--- src/rtl/pipe_add_sub.sv ---
// Pipelined add/subtract unit with valid/ready handshakes on both sides.
// The operand is split into STAGES segments; each segment is added with
// BLK-bit carry-lookahead groups that ripple into one another, and the
// segment carry is registered before the next stage consumes it.
module pipe_add_sub #(
  parameter int WIDTH  = 32,
  parameter int BLK    = 4,
  parameter int STAGES = 2
) (
  input  logic             clk,
  input  logic             rst,
  input  logic             in_valid,
  output logic             in_ready,
  input  logic [WIDTH-1:0] a,
  input  logic [WIDTH-1:0] b,
  input  logic             c_in,
  input  logic             sub,
  output logic             out_valid,
  input  logic             out_ready,
  output logic [WIDTH-1:0] sum,
  output logic             carry_out,
  output logic             overflow,
  output logic             zero,
  output logic             negative
);

  localparam int SEG  = WIDTH / STAGES;
  localparam int NGRP = SEG / BLK;

  if ((WIDTH % (STAGES * BLK)) != 0) begin : g_bad_params
    $error("pipe_add_sub: WIDTH must be a multiple of STAGES*BLK");
  end

  // One carry-lookahead group: every internal carry is formed directly from
  // generate/propagate terms and the group carry-in. Returns {cout, sum}.
  function automatic logic [BLK:0] cla_add(input logic [BLK-1:0] x,
                                           input logic [BLK-1:0] y,
                                           input logic           ci);
    logic [BLK-1:0] p;
    logic [BLK-1:0] g;
    logic [BLK:0]   c;
    logic           term;
    p    = x ^ y;
    g    = x & y;
    c    = '0;
    c[0] = ci;
    for (int i = 1; i <= BLK; i++) begin
      term = ci;
      for (int j = 0; j < i; j++) term = term & p[j];
      c[i] = term;
      for (int j = 0; j < i; j++) begin
        term = g[j];
        for (int m = j + 1; m < i; m++) term = term & p[m];
        c[i] = c[i] | term;
      end
    end
    return {c[BLK], p ^ c[BLK-1:0]};
  endfunction

  genvar gi, gj;
  for (gi = 0; gi < STAGES; gi++) begin : g_stage
    logic [WIDTH-1:0] a_src;
    logic [WIDTH-1:0] b_src;
    logic [WIDTH-1:0] s_src;
    logic             c_src;
    logic             v_src;
    logic [SEG-1:0]   seg_sum;
    logic [NGRP:0]    seg_carry;
    logic [WIDTH-1:0] s_next;
    logic [WIDTH-1:0] s_reg;
    logic             c_reg;
    logic             v_reg;
    logic             adv;

    // Stage inputs: prepared operands at stage 0, previous stage registers after that.
    if (gi == 0) begin : g_src
      assign a_src = a;
      assign b_src = sub ? ~b : b;
      assign c_src = c_in ^ sub;
      assign s_src = '0;
      assign v_src = in_valid;
    end else begin : g_src
      assign a_src = g_stage[gi-1].g_pass.a_reg;
      assign b_src = g_stage[gi-1].g_pass.b_reg;
      assign c_src = g_stage[gi-1].c_reg;
      assign s_src = g_stage[gi-1].s_reg;
      assign v_src = g_stage[gi-1].v_reg;
    end

    // A stage may load when it is empty or its contents move on downstream.
    if (gi == STAGES - 1) begin : g_adv
      assign adv = !v_reg || out_ready;
    end else begin : g_adv
      assign adv = !v_reg || g_stage[gi+1].adv;
    end

    // Segment adder: CLA groups chained by a ripple carry.
    assign seg_carry[0] = c_src;
    for (gj = 0; gj < NGRP; gj++) begin : g_grp
      assign {seg_carry[gj+1], seg_sum[gj*BLK +: BLK]} =
        cla_add(a_src[gi*SEG + gj*BLK +: BLK], b_src[gi*SEG + gj*BLK +: BLK], seg_carry[gj]);
    end

    // Merge this segment's result bits into the partial sum passed down the pipe.
    always_comb begin
      s_next                = s_src;
      s_next[gi*SEG +: SEG] = seg_sum;
    end

    // Stage register: valid bit always follows the handshake, payload only on a real beat.
    always_ff @(posedge clk or posedge rst) begin
      if (rst) begin
        v_reg <= 1'b0;
        s_reg <= '0;
        c_reg <= 1'b0;
      end else if (adv) begin
        v_reg <= v_src;
        if (v_src) begin
          s_reg <= s_next;
          c_reg <= seg_carry[NGRP];
        end
      end
    end

    // Operands still needed by later stages are carried along.
    if (gi < STAGES - 1) begin : g_pass
      logic [WIDTH-1:0] a_reg;
      logic [WIDTH-1:0] b_reg;

      // Pass-through operand register, loaded together with the stage payload.
      always_ff @(posedge clk or posedge rst) begin
        if (rst) begin
          a_reg <= '0;
          b_reg <= '0;
        end else if (adv && v_src) begin
          a_reg <= a_src;
          b_reg <= b_src;
        end
      end
    end else begin : g_flags
      logic ovf_reg;
      logic ovf_next;

      // Carry into the MSB is recovered as a^b^sum at that bit.
      assign ovf_next = a_src[WIDTH-1] ^ b_src[WIDTH-1] ^ seg_sum[SEG-1] ^ seg_carry[NGRP];

      // Signed overflow flag registered alongside the final result.
      always_ff @(posedge clk or posedge rst) begin
        if (rst) begin
          ovf_reg <= 1'b0;
        end else if (adv && v_src) begin
          ovf_reg <= ovf_next;
        end
      end
    end
  end

  assign in_ready  = g_stage[0].adv;
  assign out_valid = g_stage[STAGES-1].v_reg;
  assign sum       = g_stage[STAGES-1].s_reg;
  assign carry_out = g_stage[STAGES-1].c_reg;
  assign overflow  = g_stage[STAGES-1].g_flags.ovf_reg;
  assign zero      = (sum == '0);
  assign negative  = sum[WIDTH-1];

endmodule

--- config.mk ---
export PLATFORM = sky130hd
export DESIGN_NAME = pipe_add_sub
export DESIGN_NICKNAME = d
export VERILOG_FILES = /design/src/rtl/pipe_add_sub.sv
export SDC_FILE = /design/constraint.sdc
export NUM_CORES = 1
export LEC_CHECK = 0
export BUFFER_PORTS_ARGS = -buffer_cell sky130_fd_sc_hd__buf_2
export CAP_MARGIN = 40
export CORE_UTILIZATION = 40
export CTS_CLUSTER_DIAMETER = 50
export DETAILED_ROUTE_END_ITERATION = 8
export SLEW_MARGIN = 20
export SYNTH_ARGS = -nofsm -noshare
export SYNTH_HDL_FRONTEND = slang
export SYNTH_SLANG_ARGS = --single-unit
--- constraint.sdc ---
create_clock -name clk -period 4.6 [get_ports clk]
set_input_delay 1.38 -clock clk [delete_from_list [all_inputs] [get_ports clk]]
set_output_delay 1.38 -clock clk [all_outputs]
set_load 0.02 [all_outputs]
==> out/metrics.yaml <==
ioPinCount: 108
fin_crit_sh_pct: 107
syn_nets: 548
grt_pass1_vias: 3747
setup_tns_ps: -807
yosysTopAreaCellShare_pct: 43.5
yosysTopAreaCell: "dfrtp_1"
violations: "negative setup slack"
totalWireLength_mm: 11.3
grt_use_total_pct: 19.1
p_sw_share_pct: 34.5
cts.reportedPaths.clkPinSlew_ps: 60
crit_path_start_kind: "input pin"
async_reset_ff_share_pct: 100
synth_edf_count: 0
post_drt_wl_per_cell_um: 15.9
placeableCoreArea_um2: 12000
synth_cells: 430
layout-drive-gt1-share_pct: 36.0
cts_buffers: 9
max-slew-margin-rel_pct: 55.8
critPathCaptureType: "flop"
synthFlopType: "dfrtp_1"
power.density_nw_per_um2: 478
io_buffers: 107
tritoncts: "yes"
die_height_um: 113
cpPeakStageDelay_ps: 280
dp_hpwl_mm: 8.30
htreeDepth: 3
setup_viol: 3
clock-root-buffer: "clkbuf_16"
drc: 0
arrival_ps: 5140
num_rows: 40
crit_top_cell: "o21a_1"
skew_ps: 4.85
grt_max_degree: 34
seq_area_frac_synth_pct: 43.5
grt-ovfl-total: 0
crit_chain: "buf_6 -> xor2_2 -> ha_1 -> ha_2 -> o211a_1 -> o21a_1 -> or2_4 -> ha_4 -> o211a_1 -> o21a_1 -> or2_4 -> ha_4 -> o211a_1 -> o21a_1 -> or2_4 -> ha_4 -> o21a_1 -> o311a_1 -> a22o_1"
max_clock_freq_mhz: 204
critPathRequiredTime_ps: 4830
ys_ff_latch: 85
holdWs_ps: 497
die_w_um: 113
cpLargestDelayFamily: "compound AO/OA/AOI/OAI gates"
tightest_slew_ps: 660
yosysWarnings: 0
area_delta_synth_final_pct: 24.8
power.internal_mw: 1.91
grt_antenna_before_repair: 0
crit_slowest_cell: "o311a_1"
clk_latency_ps: 340
dp_slack_ps: -692
synth.cell_area_um2: 4890
synthTopCellsByCount: "85 x dfrtp_1, 59 x o21ai_0, 40 x ha_1"
vias: 3703
ir_drop_v: 0.000231
fin_ws_ps: -308
dr.pass1.iters: 4
clock_sinks: 85
pwr-share-seq_pct: 38.1
rsz0062_at_grt: "yes"
num-nets-final: 672
initial_core_util_pct: 40.9
netSwitchingPower_mw: 1.01
via_per_inst: 5.24
yosysMostFrequentCell: "dfrtp_1"
dr.first_iter.drc_count: 136
grt_pass1_wl_mm: 18.7
crit_path_max_fanout: 2
combPwrFrac_pct: 35.0
slew_viol_final: 0
syn_area_per_cell_um2: 11.4
crit_type: "in -> reg"
clk_path_buf_depth: 2
ant_nets: 0
synth.area.top_cells: "dfrtp_1 43%, ha_1 10%, o21ai_0 6.0%"
status: "complete, but fails checks"
dieArea_um2: 12700
largest_reg_flops: 32
hold_viol: 0
clock_power_share_pct: 26.9
hp-class: "reg -> reg"
synth_cell_type_count: 43
critPathBufInv: 1
p_leak_nw: 2.96
min_period_ps: 4910
gp_congestion: 0.826
cap_viol_max_count: 0
kinds of logic (layout without fill, tap and decap cells):
group,count (synthesis),after routing,share of synthesized area (%)
compound gates,138,138,18.0
flops,85,85,43.5
fa+ha+maj,48,48,13.5
simple gates,47,47,5.39
xor+xnor,41,41,7.34
buf+inv,36,165,3.45
mux,35,35,8.82
other cells,0,1,0
power groups by stage:
stage	Clock, mW	Combinational (mW)	Sequential (mW)
3_3_place_gp	0	0.994	1.12
3_5_place_dp	0	1.01	1.13
2_1_floorplan	0	0.558	1.24
6_report	0.786	1.02	1.11
4_1_cts	0.806	1.03	1.12
5_1_grt	0.837	1.13	1.15
final cells by class:
class,instances,area (µm²)
Multi-Input combinational cell,309,2660
Clock inverter,5,83.8
Inverter,16,63.8
Tap cell,147,184
Antenna cell,1,2.50
Timing Repair Buffer,133,743
Sequential cell,85,2130
Fill cell,1094,5850
Clock buffer,11,243
per-layer routing:
metal | track usage (%) | share of wire [%] | up-vias
met3 | 4.48 | 5.7 | 10
met4 | 7.47 | 1.6 | 0
li1 | - | - | 1820
met5 | 0 | 0 | -
met2 | 30.9 | 47 | 85
met1 | 24.8 | 45 | 1788
per-stage QoR:
step	area [µm²]	power [mW]	std cells	util, %
2_1_floorplan	4970	1.80	430	-
3_3_place_gp	5700	2.11	682	47.6
3_5_place_dp	5700	2.14	682	47.7
4_1_cts	6070	2.95	702	50.8
5_1_grt	6110	3.11	706	51.1
6_report	6110	2.92	707	51.1
worst paths after layout:
kind                                                          from                                 endpoint  slack, ps  cells after the start
setup / recovery                                              b[0]         g_stage[0].s_reg[14]$_DFFE_PP0P_       -310                     19
hold / removal                     g_stage[0].s_reg[4]$_DFFE_PP0P_                       sum[4]$_DFFE_PP0P_        500                      1
setup reg to reg           g_stage[0].g_pass.a_reg[16]$_DFFE_PP0P_                    carry_out$_DFFE_PP0P_        690                     17
hold reg to reg                    g_stage[0].s_reg[4]$_DFFE_PP0P_                       sum[4]$_DFFE_PP0P_        500                      1
max in group asynchronous                                      rst  g_stage[0].g_pass.b_reg[20]$_DFFE_PP0P_       2790                      3
min in group asynchronous                                      rst  g_stage[0].g_pass.b_reg[17]$_DFFE_PP0P_       1040                      2
layout by cell type (no fill, tap or decap), types with 2 or more instances in the layout:
master        n
nand2_1       5
and3_1        3
nand4_1       2
o311a_1       4
mux2_2       25
xnor2_1      18
a221o_1       3
clkbuf_16     9
buf_6         2
o21a_1       16
o21ai_0      59
inv_1        13
nand2_2       2
clkinvlp_4    2
mux2_4       10
xor2_1       22
o31a_1        2
a21o_1        9
o31ai_1       8
o21ai_1      12
bufinv_16     2
fa_1          8
nor3_1       10
buf_2       105
a2111oi_0     3
or2_4         3
o211ai_1      4
o211a_1       5
a22o_1        4
ha_4          3
nor4_1        8
nor2_1        5
dfrtp_1      85
buf_4        26
a21oi_1       6
and2_1        3
ha_1         36
timing repair:
action,4_1_cts,5_1_grt
pin swaps,3,5
resized for setup,4,1
hold buffers,0,0
hold endpoints to repair,0,0
setup endpoints to repair,4,5
buffers inserted,4,4
Note: power is estimated with default switching activity, not from simulation.
